--- src/rtl/freq_pkg.sv ---
// Shared definitions for the reciprocal frequency meter.
//   fm_state_t  : measurement FSM encoding
//   SYNC_STAGES : metastability flops in front of the edge detector
package freq_pkg;

  typedef enum logic [2:0] {
    S_IDLE = 3'd0,
    S_ARM  = 3'd1,
    S_GATE = 3'd2,
    S_STOP = 3'd3,
    S_DONE = 3'd4
  } fm_state_t;

  localparam int SYNC_STAGES = 2;

endpackage

--- src/rtl/freq_meter_edge_sync.sv ---
// edge_sync: multi-flop synchroniser for an asynchronous strobe plus a
// history flop for rising-edge detection.
//   clk   : destination clock
//   rst_n : asynchronous active-low reset (clears every flop)
//   din   : asynchronous input
//   level : synchronised level
//   rise  : one-cycle pulse on a synchronised 0->1 transition
module edge_sync
  import freq_pkg::*;
#(
  parameter int STAGES = SYNC_STAGES
) (
  input  logic clk,
  input  logic rst_n,
  input  logic din,
  output logic level,
  output logic rise
);

  // sq[STAGES-1:0] is the synchroniser chain, sq[STAGES] the history flop.
  logic [STAGES:0] sq;

  always_ff @(posedge clk or negedge rst_n) begin
    if (!rst_n) sq <= '0;
    else        sq <= {sq[STAGES-1:0], din};
  end

  assign level = sq[STAGES-1];
  assign rise  = sq[STAGES-1] & ~sq[STAGES];

endmodule

--- src/rtl/freq_meter.sv ---
// freq_meter: equal-precision (reciprocal) frequency meter.
// The gate opens on a rising edge of sig_in and closes on the first rising
// edge at or after gate_len clk cycles, so n_clk spans a whole number
// (n_sig) of input periods and f_sig = n_sig / n_clk * f_clk.
//   clk, rst_n : system clock, asynchronous active-low reset
//   sig_in     : signal under measurement (asynchronous)
//   gate_len   : minimum gate in clk cycles, sampled on accepted start
//   start      : request, accepted from IDLE only
//   busy       : measurement in progress
//   done       : one-cycle pulse, results valid from this cycle
//   n_sig      : input periods in the gate
//   n_clk      : clk cycles in the gate
//   ovf        : a counter saturated during the last measurement
//   nosig      : timed out waiting for an input edge
module freq_meter
  import freq_pkg::*;
#(
  parameter int CWID = 16,
  parameter int GWID = 24
) (
  input  logic            clk,
  input  logic            rst_n,
  input  logic            sig_in,
  input  logic [GWID-1:0] gate_len,
  input  logic            start,
  output logic            busy,
  output logic            done,
  output logic [CWID-1:0] n_sig,
  output logic [GWID-1:0] n_clk,
  output logic            ovf,
  output logic            nosig
);

  fm_state_t       state, state_d;
  logic            rise, level;
  logic [GWID-1:0] glen, tmr, cc;
  logic [CWID-1:0] cs;
  logic [GWID:0]   tmr_inc;
  logic            ovf_f, nos_f;

  edge_sync #(.STAGES(SYNC_STAGES)) u_sync (
    .clk   (clk),
    .rst_n (rst_n),
    .din   (sig_in),
    .level (level),
    .rise  (rise)
  );

  // One bit wider so the compare against glen can never wrap.
  assign tmr_inc = {1'b0, tmr} + 1'b1;

  always_ff @(posedge clk or negedge rst_n) begin
    if (!rst_n) state <= S_IDLE;
    else        state <= state_d;
  end

  always_comb begin
    state_d = state;
    case (state)
      S_IDLE: if (start) state_d = S_ARM;
      S_ARM: begin
        if (rise)                         state_d = S_GATE;
        else if (tmr_inc == {1'b0, glen}) state_d = S_DONE;
      end
      // An edge landing on the cycle the minimum gate expires is already
      // the closing edge; otherwise wait for the next one in STOP.
      S_GATE: if (tmr_inc >= {1'b0, glen}) state_d = rise ? S_DONE : S_STOP;
      S_STOP: begin
        if (rise)                         state_d = S_DONE;
        else if (tmr_inc == {1'b0, glen}) state_d = S_DONE;
      end
      S_DONE: state_d = S_IDLE;
      default: state_d = S_IDLE;
    endcase
  end

  always_ff @(posedge clk or negedge rst_n) begin
    if (!rst_n) begin
      glen  <= {{(GWID-1){1'b0}}, 1'b1};
      tmr   <= '0;
      cc    <= '0;
      cs    <= '0;
      ovf_f <= 1'b0;
      nos_f <= 1'b0;
      busy  <= 1'b0;
      done  <= 1'b0;
      n_sig <= '0;
      n_clk <= '0;
      ovf   <= 1'b0;
      nosig <= 1'b0;
    end else begin
      done <= (state == S_DONE);
      case (state)
        S_IDLE: begin
          if (start) begin
            glen  <= (gate_len == '0) ? {{(GWID-1){1'b0}}, 1'b1} : gate_len;
            busy  <= 1'b1;
            tmr   <= '0;
            cc    <= '0;
            cs    <= '0;
            ovf_f <= 1'b0;
            nos_f <= 1'b0;
            ovf   <= 1'b0;
            nosig <= 1'b0;
          end
        end
        S_ARM: begin
          if (rise) begin
            cs  <= '0;
            cc  <= '0;
            tmr <= '0;
          end else begin
            tmr <= tmr_inc[GWID-1:0];
            if (tmr_inc == {1'b0, glen}) nos_f <= 1'b1;
          end
        end
        S_GATE: begin
          if (&cc) ovf_f <= 1'b1;
          else     cc    <= cc + 1'b1;
          if (rise) begin
            if (&cs) ovf_f <= 1'b1;
            else     cs    <= cs + 1'b1;
          end
          // tmr restarts as the STOP-phase timeout counter.
          tmr <= (state_d == S_STOP) ? '0 : tmr_inc[GWID-1:0];
        end
        S_STOP: begin
          if (&cc) ovf_f <= 1'b1;
          else     cc    <= cc + 1'b1;
          if (rise) begin
            if (&cs) ovf_f <= 1'b1;
            else     cs    <= cs + 1'b1;
          end else begin
            tmr <= tmr_inc[GWID-1:0];
            if (tmr_inc == {1'b0, glen}) nos_f <= 1'b1;
          end
        end
        S_DONE: begin
          n_sig <= cs;
          n_clk <= cc;
          ovf   <= ovf_f;
          nosig <= nos_f;
          busy  <= 1'b0;
        end
        default: ;
      endcase
    end
  end

endmodule

--- config.mk ---
export PLATFORM = sky130hd
export DESIGN_NAME = freq_meter
export DESIGN_NICKNAME = d
export VERILOG_FILES = /design/src/rtl/freq_pkg.sv /design/src/rtl/freq_meter_edge_sync.sv /design/src/rtl/freq_meter.sv
export SDC_FILE = /design/constraint.sdc
export NUM_CORES = 1
export LEC_CHECK = 0
export CORE_AREA = 2 2 127 117
export DETAILED_ROUTE_END_ITERATION = 6
export DIE_AREA = 0 0 129 119
export PLACE_DENSITY = 0.73
export SLEW_MARGIN = 20
export SYNTH_ARGS = -nofsm -noshare
export SYNTH_HDL_FRONTEND = slang
export SYNTH_HIERARCHICAL = 1
export SYNTH_SLANG_ARGS = --single-unit
--- constraint.sdc ---
create_clock -name clk -period 5.25 [get_ports clk]
set_input_delay 0.525 -clock clk [delete_from_list [all_inputs] [get_ports clk]]
set_output_delay 0.525 -clock clk [all_outputs]
set_load 0.03 [all_outputs]
==> impl_results.md, run 1 <==
* Startpoint types: flop
* Slew headroom at 34.1%
* Seq cells post-synth at 140
* Synth async-reset ratio at 100%
* Max Slew Vio Count at 0
* Synthesized Nets at ~720
* Final std cells w/o fill at ~940
* Worst-path clk slew at 60 ps
* Iter 0 DRT Violations at between 200 and 300
* PD cells at a little over 400 nW/um^2
* Final Wtd Congestion at around 0.86
* Initial antenna violation count at 0
* Min cycle time layout at between 4000 and 5000 ps
* Syn-to-layout area delta at 20.6%
* Area of placed instances at roughly 7800 um^2
* Crit. End Element: flop
* CTS sink count at 140
* Port bufs at 71
* N_diodes at 0
* # nets final at between 700 and 800
* Total GRT Usage at roughly a fifth
* Hold Buf Count CTS at 0
* I/O pins at 72
* RSZ-0062 raised after global routing: false
* Setup TNS at 0 ps
* Critical path class: flop to flop
* Finished Cell Area at approximately 8300 um^2
* GR Overflow Total at 0
* Fill count at about 1200
* Layout cell share with drive strength beyond 1 at 11.4%
* Antenna viol nets, final at 0
* # Post-CTS Setup Buffers at 0
* Clk root buf: clkbuf_16
* FMAX at approximately 210 MHz
* First-pass GRT wire length at 25500 um
* Chip height at roughly 120 um
* Area of the core at about 14000 um^2
* Routed vias at 5148
* LEAKAGE at 0.00382 uW
* Worst-Margin Slew at between 900 and 1000 ps
* Yosys warnings at 6
* Vias in the first global route at between 5000 and 6000
* Post-synth design cell area at around 6900 um^2
* Unique masters post-synth at 53
* FP Rows at 42
* Final setup vio count at 0
* H-tree levels at 4
* Avg Cell Area, Syn at roughly 10 um^2
* Die X at 129 um
* DR WL/cell at approximately 16 um
* Ys flop type: dfrtp_1
* EDFF count, synth at 0
* Crit path max fanout at 15
* WP data required at approximately 5600 ps
* Seq/Total Area, Yosys at between 50% and 60%
* Clock latency on the worst-skew pair at 420 ps
* Largest net degree at the start of global routing at between 90 and 100
* DRC at 0
* Routed WL at about 15000 um
* Detail Placement HPWL at 10400 um
* Maxcap violations at 0
* Longest Clk Path Bufs at 2
* Final Hold Vio Count at 0
* TritonCTS buffer count at 17
* Status: complete, no violations
* Max VDD drop at approximately 280 uV
* Initial Util at 48.4%
* CTS tree: yes
* Vias per std cell at 5.46
* Placed cells at just over 900
* Cts repair resizes at 0
* Drt pass-1 iters at 4
* Fin Clk Skew at 6.55 ps
* Cells after Synth at 661
* Final period utilization at 89.7%
* Die area at between 15000 and 20000 um^2
* Worst hold path class: input pin to async pin
* Critical Path AT at slightly above 5000 ps
==> layout make-up <==
| class | count | area (um^2) | area share, % |
|---|---|---|---|
| Tap cell | 198 | 248 | 2.98 |
| Timing Repair Buffer | 77 | 757 | 9.11 |
| Inverter | 33 | 124 | 1.49 |
| Clock inverter | 7 | 66.3 | 0.798 |
| Clock buffer | 24 | 472 | 5.68 |
| Sequential cell | 140 | 3500 | 42.2 |
| Multi-Input combinational cell | 464 | 3140 | 37.8 |
==> stage by stage <==
stage | utilization, % | worst slack, ps | power [uW] | hold WS [ps]
finish | 58.3 | 542 | 3400 | 185
global route | 58.3 | 96.5 | 3620 | 255
CTS | 58.3 | 560 | 3430 | 224
detailed placement | 54.6 | 606 | 2320 | 339
global placement | 54.6 | 692 | 2270 | 340
floorplan | - | 1330 | 2030 | 229
==> flip-flops by register name, indices dropped and copies added, names as in the netlist, 3 cells and up <==
| signal | cells |
|---|---|
| cc | 24 |
| glen | 24 |
| n_clk | 24 |
| tmr | 24 |
| cs | 16 |
| n_sig | 16 |
| state | 3 |
| u_sync/sq | 3 |
==> placed cells by master, fill, tap and decap left out, drive strengths merged, types with 24 or more instances in the layout <==
master | Yosys | layout
dfrtp | 139 | 139
a21oi | 31 | 31
mux2 | 40 | 40
nand2 | 68 | 68
ha | 27 | 27
nand3 | 27 | 27
clkdlybuf4s50 | 0 | 70
clkbuf | 12 | 24
nor2 | 48 | 48
o21ai | 46 | 46
inv | 33 | 33
==> path summary, 6_finish.rpt <==
| kind | start | cells past startpoint | endpoint | slack [ps] |
|---|---|---|---|---|
| hold / removal | rst_n | 1 | glen[16] | 180 |
| max in group asynchronous | rst_n | 2 | n_sig[8] | 4000 |
| hold reg to reg | u_sync/sq[0] | 0 | u_sync/sq[1] | 350 |
| setup / recovery | tmr[0] | 16 | tmr[21] | 540 |
| min in group clk | u_sync/sq[0] | 0 | u_sync/sq[1] | 350 |
| setup reg to reg | tmr[0] | 16 | tmr[21] | 540 |
==> cells by family after synthesis <==
kind of cell,Yosys count,synth area share [%]
DFF,140,50.9
buffers and inverters,57,3.69
xor gates and xnor gates,43,5.47
adders and majority gates,27,4.90
muxes,42,6.83
AOI/OAI and AO/OA,124,11.6
and+or+nand+nor,228,16.7
==> worst max-delay path, cell delays in order, from the launching register on <==
cell	delay (ps)
dfrtp_1	440
ha_1	240
nand3_1	130
or3_1	490
nor4_4	490
nand3_1	160
xnor2_1	220
ha_1	280
nand4_1	140
nor2_1	60
a221oi_1	270
nor2_1	70
nand4b_2	300
a2111oi_4	830
buf_4	290
nand2b_1	70
a31oi_1	150
==> per-layer routing <==
metal / up-vias / part of all wire [%] / global-route usage, %
met4: 0 / 1.4 / 6.45
met5: - / 0 / 0
li1: 2476 / - / -
met3: 18 / 4.5 / 6.56
met2: 103 / 47 / 32.5
met1: 2551 / 47 / 28.6
==> report_power, final <==
group | switching, uW | internal (uW) | total, uW
registers | 127 | 1250 | 1380
logic | 579 | 349 | 928
clock network | 429 | 670 | 1100
total | 1140 | 2270 | 3400
==> Yosys cell counts (2+ instances only) <==
| cell type | n | area [um^2] |
|---|---|---|
| o211ai_1 | 2 | 15.0 |
| nand2_1 | 68 | 255 |
| buf_4 | 2 | 15.0 |
| and3_1 | 13 | 81.3 |
| nand4_1 | 12 | 75.1 |
| a221oi_1 | 2 | 17.5 |
| ha_1 | 27 | 338 |
| a21oi_1 | 29 | 145 |
| nor3_1 | 12 | 60.1 |
| and4_1 | 8 | 70.1 |
| a21oi_2 | 2 | 17.5 |
| mux2i_1 | 2 | 20.0 |
| nor4_1 | 8 | 50.1 |
| and2_1 | 3 | 18.8 |
| mux2_2 | 40 | 450 |
| clkbuf_1 | 12 | 45.0 |
| nor2_1 | 48 | 180 |
| xor2_1 | 20 | 175 |
| a211oi_1 | 3 | 22.5 |
| nand2b_1 | 6 | 37.5 |
| xnor2_1 | 23 | 201 |
| inv_1 | 33 | 124 |
| a22o_1 | 18 | 158 |
| nor3b_1 | 2 | 15.0 |
| a21o_1 | 5 | 37.5 |
| nand3_1 | 26 | 130 |
| buf_2 | 2 | 10.0 |
| dfrtp_1 | 139 | 3480 |
| or3_1 | 15 | 93.8 |
| a31oi_1 | 6 | 37.5 |
| o21ai_0 | 45 | 225 |
| buf_1 | 4 | 15.0 |
| buf_6 | 4 | 45.0 |
(Power assumes the default switching activity.)
==> run 2, diff against run 1 <==
--- a/config.mk
+++ b/config.mk
@@ -8,6 +8,7 @@
 export CORE_AREA = 2 2 127 117
 export DETAILED_ROUTE_END_ITERATION = 6
 export DIE_AREA = 0 0 129 119
+export GPL_TIMING_DRIVEN = 0
 export PLACE_DENSITY = 0.73
 export SLEW_MARGIN = 20
 export SYNTH_ARGS = -nofsm -noshare
==> run 2 against run 1 <==
Combinational power is 8% higher. Register-to-register slack better by 50 ps. Critical endpoint unchanged. Highest routed layer unchanged. Clock-buffer cell count is 2 lower. Cell area is 2.2% higher. Critical path type unchanged. Flip-flop and latch count stayed put. Maximum frequency is 1.0% higher.
==> impl_results.md, run 2 (synthesis results as in run 1) <==
* Critical Path AT at 5000 ps (was 5050 ps)
* Register area at 3500 um^2 (unchanged)
* FP Rows at 42 (unchanged)
* Layout cell share with drive strength beyond 1 at 11.6% (was 11.4%)
* Max Slew Vio Count at 0 (unchanged)
* DRC at 0 (unchanged)
* # nets final at 808 (was 788)
* Die X at 129 um (unchanged)
* Detail Placement HPWL at 11200 um (was 10400 um)
* Final Wtd Congestion at 0.860 (was 0.862)
* Status: complete, no violations (unchanged)
* Fin Clk Skew at 6.52 ps (was 6.55 ps)
* Fill count at 1203 (was 1195)
* N_diodes at 0 (unchanged)
* Cts repair resizes at 0 (unchanged)
* Vias in the first global route at 5440 (was 5201)
* Antenna viol nets, final at 0 (unchanged)
* H-tree levels at 4 (unchanged)
* Final Hold Vio Count at 0 (unchanged)
* Crit path max fanout at 10 (was 15)
* Area of the core at 14200 um^2 (unchanged)
* Worst Min Path Start: u_sync/sq[0]
* TritonCTS buffer count at 17 (unchanged)
* Area of placed instances at 7880 um^2 (was 7770 um^2)
* CTS tree: yes (unchanged)
* Crit. End Element: flop (unchanged)
* Setup TNS at 0 ps (unchanged)
* Die area at 15400 um^2 (unchanged)
* PD cells at 422 nW/um^2 (was 410 nW/um^2)
* GR Overflow Total at 0 (unchanged)
* RSZ-0062 raised after global routing: false (unchanged)
* Initial antenna violation count at 0 (unchanged)
* Commonest non-fill, non-tap cell in the layout: dfrtp_1 (unchanged)
* GRT Max-Usage Layer: met2 (unchanged)
* WP data required at 5590 ps (about the same)
* First-pass GRT wire length at 26100 um (was 25500 um)
* Reg2reg start: tmr[8] (was tmr[0])
* Routed vias at 5327 (was 5148)
* FMAX at 215 MHz (was 212 MHz)
* Critical path class: flop to flop (unchanged)
* DR WL/cell at 16.2 um (was 15.9 um)
* Vias per std cell at 5.53 (was 5.46)
* Worst hold path class: flop to flop (was input pin to async pin)
* Longest Clk Path Bufs at 2 (unchanged)
* Final period utilization at 88.8% (was 89.7%)
* Met1 Usage GRT at 28.4% (was 28.6%)
* Initial Util at 48.4% (unchanged)
* Pre-CTS setup slack at 639 ps (was 606 ps)
* Min cycle time layout at 4660 ps (was 4710 ps)
* Post-Route Utilization at 59.6% (was 58.3%)
* Startpoint types: flop (unchanged)
* Clock latency on the worst-skew pair at 430 ps (was 420 ps)
* Slew headroom at 45.4% (was 34.1%)
* Max VDD drop at 276 uV (was 280 uV)
* LEAKAGE at 0.00389 uW (was 0.00382 uW)
* I/O pins at 72 (unchanged)
* CTS sink count at 140 (unchanged)
* Worst r2r path cells at 14 (was 16)
* GRT met2 Usage at 34.7% (was 32.5%)
* Routed WL at 15600 um (was 15000 um)
* Total GRT Usage at 21.6% (was 21.1%)
* Chip height at 119 um (unchanged)
* Port bufs at 71 (unchanged)
* Syn-to-layout area delta at 23.3% (was 20.6%)
* Commonest cells after routing, fill and taps aside: 139 x dfrtp_1, 70 x clkdlybuf4s50_1, 68 x nand2_1 (was 139 x dfrtp_1, 70 x clkdlybuf4s50_1, 67 x nand2_1)
* Finished Cell Area at 8490 um^2 (was 8310 um^2)
* Largest net degree at the start of global routing at 103 (was 99)
* Final setup vio count at 0 (unchanged)
* Hold depth at 0
* Multi-input logic area at 3130 um^2 (was 3140 um^2)
* Clk root buf: clkbuf_16 (unchanged)
* Iter 0 DRT Violations at 356 (was 296)
* Maxcap violations at 0 (unchanged)
* Final WS setup at 590 ps (was 542 ps)
* GRT met3 Usage at 5.53% (was 6.56%)
* Drt pass-1 iters at 4 (unchanged)
* Worst-Margin Slew at 814 ps (was 984 ps)
* Worst-path clk slew at 60 ps (about the same)
* Worst setup path start: tmr[8] (was tmr[0])
[run 2: cell count changes in the layout (fill, tap and decap cells not counted), moves of 2 or more]
cell and change:
bufinv_16 +2, clkinvlp_4 +2, clkbuf_1 +10, clkinv_2 -2, buf_1 +4, buf_6 +3, buf_4 -4, buf_2 +2
[run 2: layout make-up]
| class | count | area share [%] |
|---|---|---|
| plain buffers | 24 | 1.53 |
| clock buffers | 22 | 5.47 |
| clock inverters | 10 | 1.65 |
| inverters | 33 | 1.46 |
| multi-input cells | 464 | 36.8 |
| flip-flops and latches | 140 | 41.3 |
| well taps | 198 | 2.92 |
| repair buffers | 73 | 8.87 |
[run 2: per-stage QoR]
step           hold WS, ps  total power [uW]  instances
6_report               348              3580        964
3_5_place_dp           336              2370        931
3_3_place_gp           338              2310        930
5_1_grt                355              3790        964
2_1_floorplan          229              2030        661
4_1_cts                350              3610        964
[run 2: what timing repair did]
action / CTS / global route
hold buffers: 1 / 0
setup buffers: 0 / 0
endpoints found under the setup margin: 0 / 0
hold endpoints to repair: 38 / 0
[run 2: layer usage]
metal / share of wire, % / wire length (um)
met1: 46 / 7110
met2: 48 / 7490
met3: 4.8 / 749
met4: 1.6 / 247
met5: 0 / 0
[run 2: path summary, 6_finish.rpt]
path                            slack [ps]      endpoint
worst min-delay path                   350  u_sync/sq[1]
worst max register to register         590       tmr[21]
max in group asynchronous             3900       glen[0]
worst max-delay path                   590       tmr[21]
min in group asynchronous              560      glen[16]
worst min register to register         350  u_sync/sq[1]
[run 2: critical path: stages, from the launching register on]
cell and delay, ps:
dfrtp_1 470, nand4_1 320, nor4_1 700, and3_1 360, and3_1 250, xor2_1 260, ha_1 280, nand3_1 120
nor2_1 60, a221oi_1 310, nand4b_2 300, a2111oi_4 670, buf_6 240, a21oi_2 60, a31oi_1 160
[run 2: report_power, final]
| part | switching, uW | total (uW) | internal (uW) | leakage [uW] |
|---|---|---|---|---|
| clock | 459 | 1230 | 771 | 0.000286 |
| combinational | 625 | 1000 | 379 | 0.00172 |
| sequential | 99.6 | 1350 | 1250 | 0.00189 |
| total | 1180 | 3580 | 2400 | 0.00389 |
==> run 3, diff against run 2 <==
==> constraint.sdc (replaced) <==
create_clock -name clk -period 5.25 [get_ports clk]
set_input_delay 1.05 -clock clk [delete_from_list [all_inputs] [get_ports clk]]
set_output_delay 1.05 -clock clk [all_outputs]
set_load 0.03 [all_outputs]
==> run 3 against run 2 <==
Global-route usage stayed put. Clock skew hardly changed. Routed wire length hardly changed. Clock power hardly changed. Highest routed layer unchanged. Critical path depth stayed put.
==> impl_results.md, run 3 (synthesis results as in run 1) <==
* Status: complete, no violations (unchanged)
* Vias in the first global route at 5440 (unchanged)
* RSZ-0062 raised after global routing: false (unchanged)
* FF-to-FF End: tmr[21] (unchanged)
* Critical Path AT at 5000 ps (about the same)
* Critical path class: flop to flop (unchanged)
* Hold_ws at 348 ps (about the same)
* CTS tree: yes (unchanged)
* Hold depth at 0 (unchanged)
* Clock latency on the worst-skew pair at 430 ps (about the same)
* Final Wtd Congestion at 0.860 (unchanged)
* Crit. End Element: flop (unchanged)
* WP data required at 5590 ps (about the same)
* Max Slew Vio Count at 0 (unchanged)
* N_diodes at 0 (unchanged)
* Worst R2R Setup Slack at 590 ps (about the same)
* Worst-path clk slew at 60 ps (about the same)
* Largest net degree at the start of global routing at 103 (unchanged)
* Worst r2r path cells at 14 (unchanged)
* PD cells at 422 nW/um^2 (about the same)
* Worst hold path class: flop to flop (unchanged)
* Layout cell share with drive strength beyond 1 at 11.6% (about the same)
* Chip height at 119 um (unchanged)
* Port bufs at 71 (unchanged)
* LEAKAGE at 0.00389 uW (about the same)
* CTS sink count at 140 (unchanged)
* Final period utilization at 88.8% (about the same)
* H-tree levels at 4 (unchanged)
* Die X at 129 um (unchanged)
* Initial Util at 48.4% (unchanged)
* Initial antenna violation count at 0 (unchanged)
* DRC at 0 (unchanged)
* Setup TNS at 0 ps (unchanged)
* Die area at 15400 um^2 (unchanged)
* Commonest non-fill, non-tap cell in the layout: dfrtp_1 (unchanged)
* Antenna viol nets, final at 0 (unchanged)
* Startpoint types: flop (unchanged)
* Slew headroom at 45.3% (was 45.4%)
* Cts repair resizes at 0 (unchanged)
* Worst-Margin Slew at 816 ps (was 814 ps)
* Routed vias at 5341 (was 5327)
* Maxcap violations at 0 (unchanged)
* Routed WL at 15600 um (about the same)
* Min cycle time layout at 4660 ps (about the same)
* Final Hold Vio Count at 0 (unchanged)
* Clk root buf: clkbuf_16 (unchanged)
* Syn-to-layout area delta at 23.2% (was 23.3%)
* I/O pins at 72 (unchanged)
* Iter 0 DRT Violations at 327 (was 356)
* Max VDD drop at 276 uV (about the same)
* Commonest cells after routing, fill and taps aside: 139 x dfrtp_1, 70 x clkdlybuf4s50_1, 68 x nand2_1 (unchanged)
* TritonCTS buffer count at 17 (unchanged)
* # nets final at 807 (was 808)
* Hold endpoint: u_sync/sq[1] (unchanged)
* GR Overflow Total at 0 (unchanged)
* DR WL/cell at 16.2 um (about the same)
* FP Rows at 42 (unchanged)
* Vias per std cell at 5.55 (was 5.53)
* Final setup vio count at 0 (unchanged)
* Hold Buf Count CTS at 0 (was 1)
* Longest Clk Path Bufs at 2 (unchanged)
* Total GRT Usage at 21.6% (unchanged)
* # Post-CTS Setup Buffers at 0 (unchanged)
* Area of the core at 14200 um^2 (unchanged)
* First-pass GRT wire length at 26100 um (unchanged)
* Reg2reg start: tmr[8] (unchanged)
* Fin Clk Skew at 6.53 ps (was 6.52 ps)
* Worst Min Path Start: u_sync/sq[0] (unchanged)
* FMAX at 214 MHz (was 215 MHz)
* Drt pass-1 iters at 4 (unchanged)
* Crit path max fanout at 10 (unchanged)
* Detail Placement HPWL at 11200 um (unchanged)
==> run 3: cell types whose count changed in the layout (fill, tap and decap cells not counted) <==
| cell | delta |
|---|---|
| dlygate4sd3_1 | -1 |
==> run 3: layout make-up <==
| type | instances | area [um^2] |
|---|---|---|
| fill | 1204 | 5760 |
| clock buffer | 22 | 464 |
| multi-input combinational | 464 | 3130 |
| buffer | 24 | 130 |
| inverter | 33 | 124 |
| clock inverter | 10 | 140 |
| sequential | 140 | 3500 |
| tap | 198 | 248 |
| timing repair buffer | 72 | 743 |
==> run 3: critical path, cell delays in order, from the launching register on <==
cell and delay [ps]:
dfrtp_1 470, nand4_1 320, nor4_1 710, and3_1 370
and3_1 250, xor2_1 260, ha_1 280, nand3_1 120
nor2_1 60, a221oi_1 310, nand4b_2 300, a2111oi_4 670
buf_6 240, a21oi_2 60, a31oi_1 160
==> run 3: per-layer routing <==
layer / up-vias / part of all wire, % / track usage [%]
li1: 2525 / - / -
met1: 2669 / 46 / 28.4
met2: 122 / 48 / 34.7
met3: 25 / 4.8 / 5.53
met4: 0 / 1.6 / 7.61
met5: - / 0 / 0
==> run 3: report_power, final <==
part	leakage [uW]	switching [uW]	internal (uW)
logic	0.00171	625	379
registers	0.00189	99.6	1250
clock network	0.000286	458	771
total	0.00389	1180	2400
==> run 3: worst max-delay path by stage <==
stage,startpoint,end,slack (ps)
2_1_floorplan,tmr[0],tmr[13],1330
3_3_place_gp,rst_n,n_clk[6],-2310
3_5_place_dp,tmr[2],tmr[21],640
4_1_cts,tmr[2],tmr[21],590
5_1_grt,tmr[8],tmr[13],190
6_report,tmr[8],tmr[21],590
==> run 3: per-stage QoR <==
step,std cells,cell area [um^2],worst slack [ps],utilization (%),total power [uW]
5_1_grt,963,8480,190,59.6,3790
6_report,963,8480,587,59.6,3580
3_5_place_dp,931,7880,639,55.3,2370
4_1_cts,963,8480,594,59.6,3610
2_1_floorplan,661,6890,1330,-,2030
3_3_place_gp,930,7850,-2310,55.1,2310
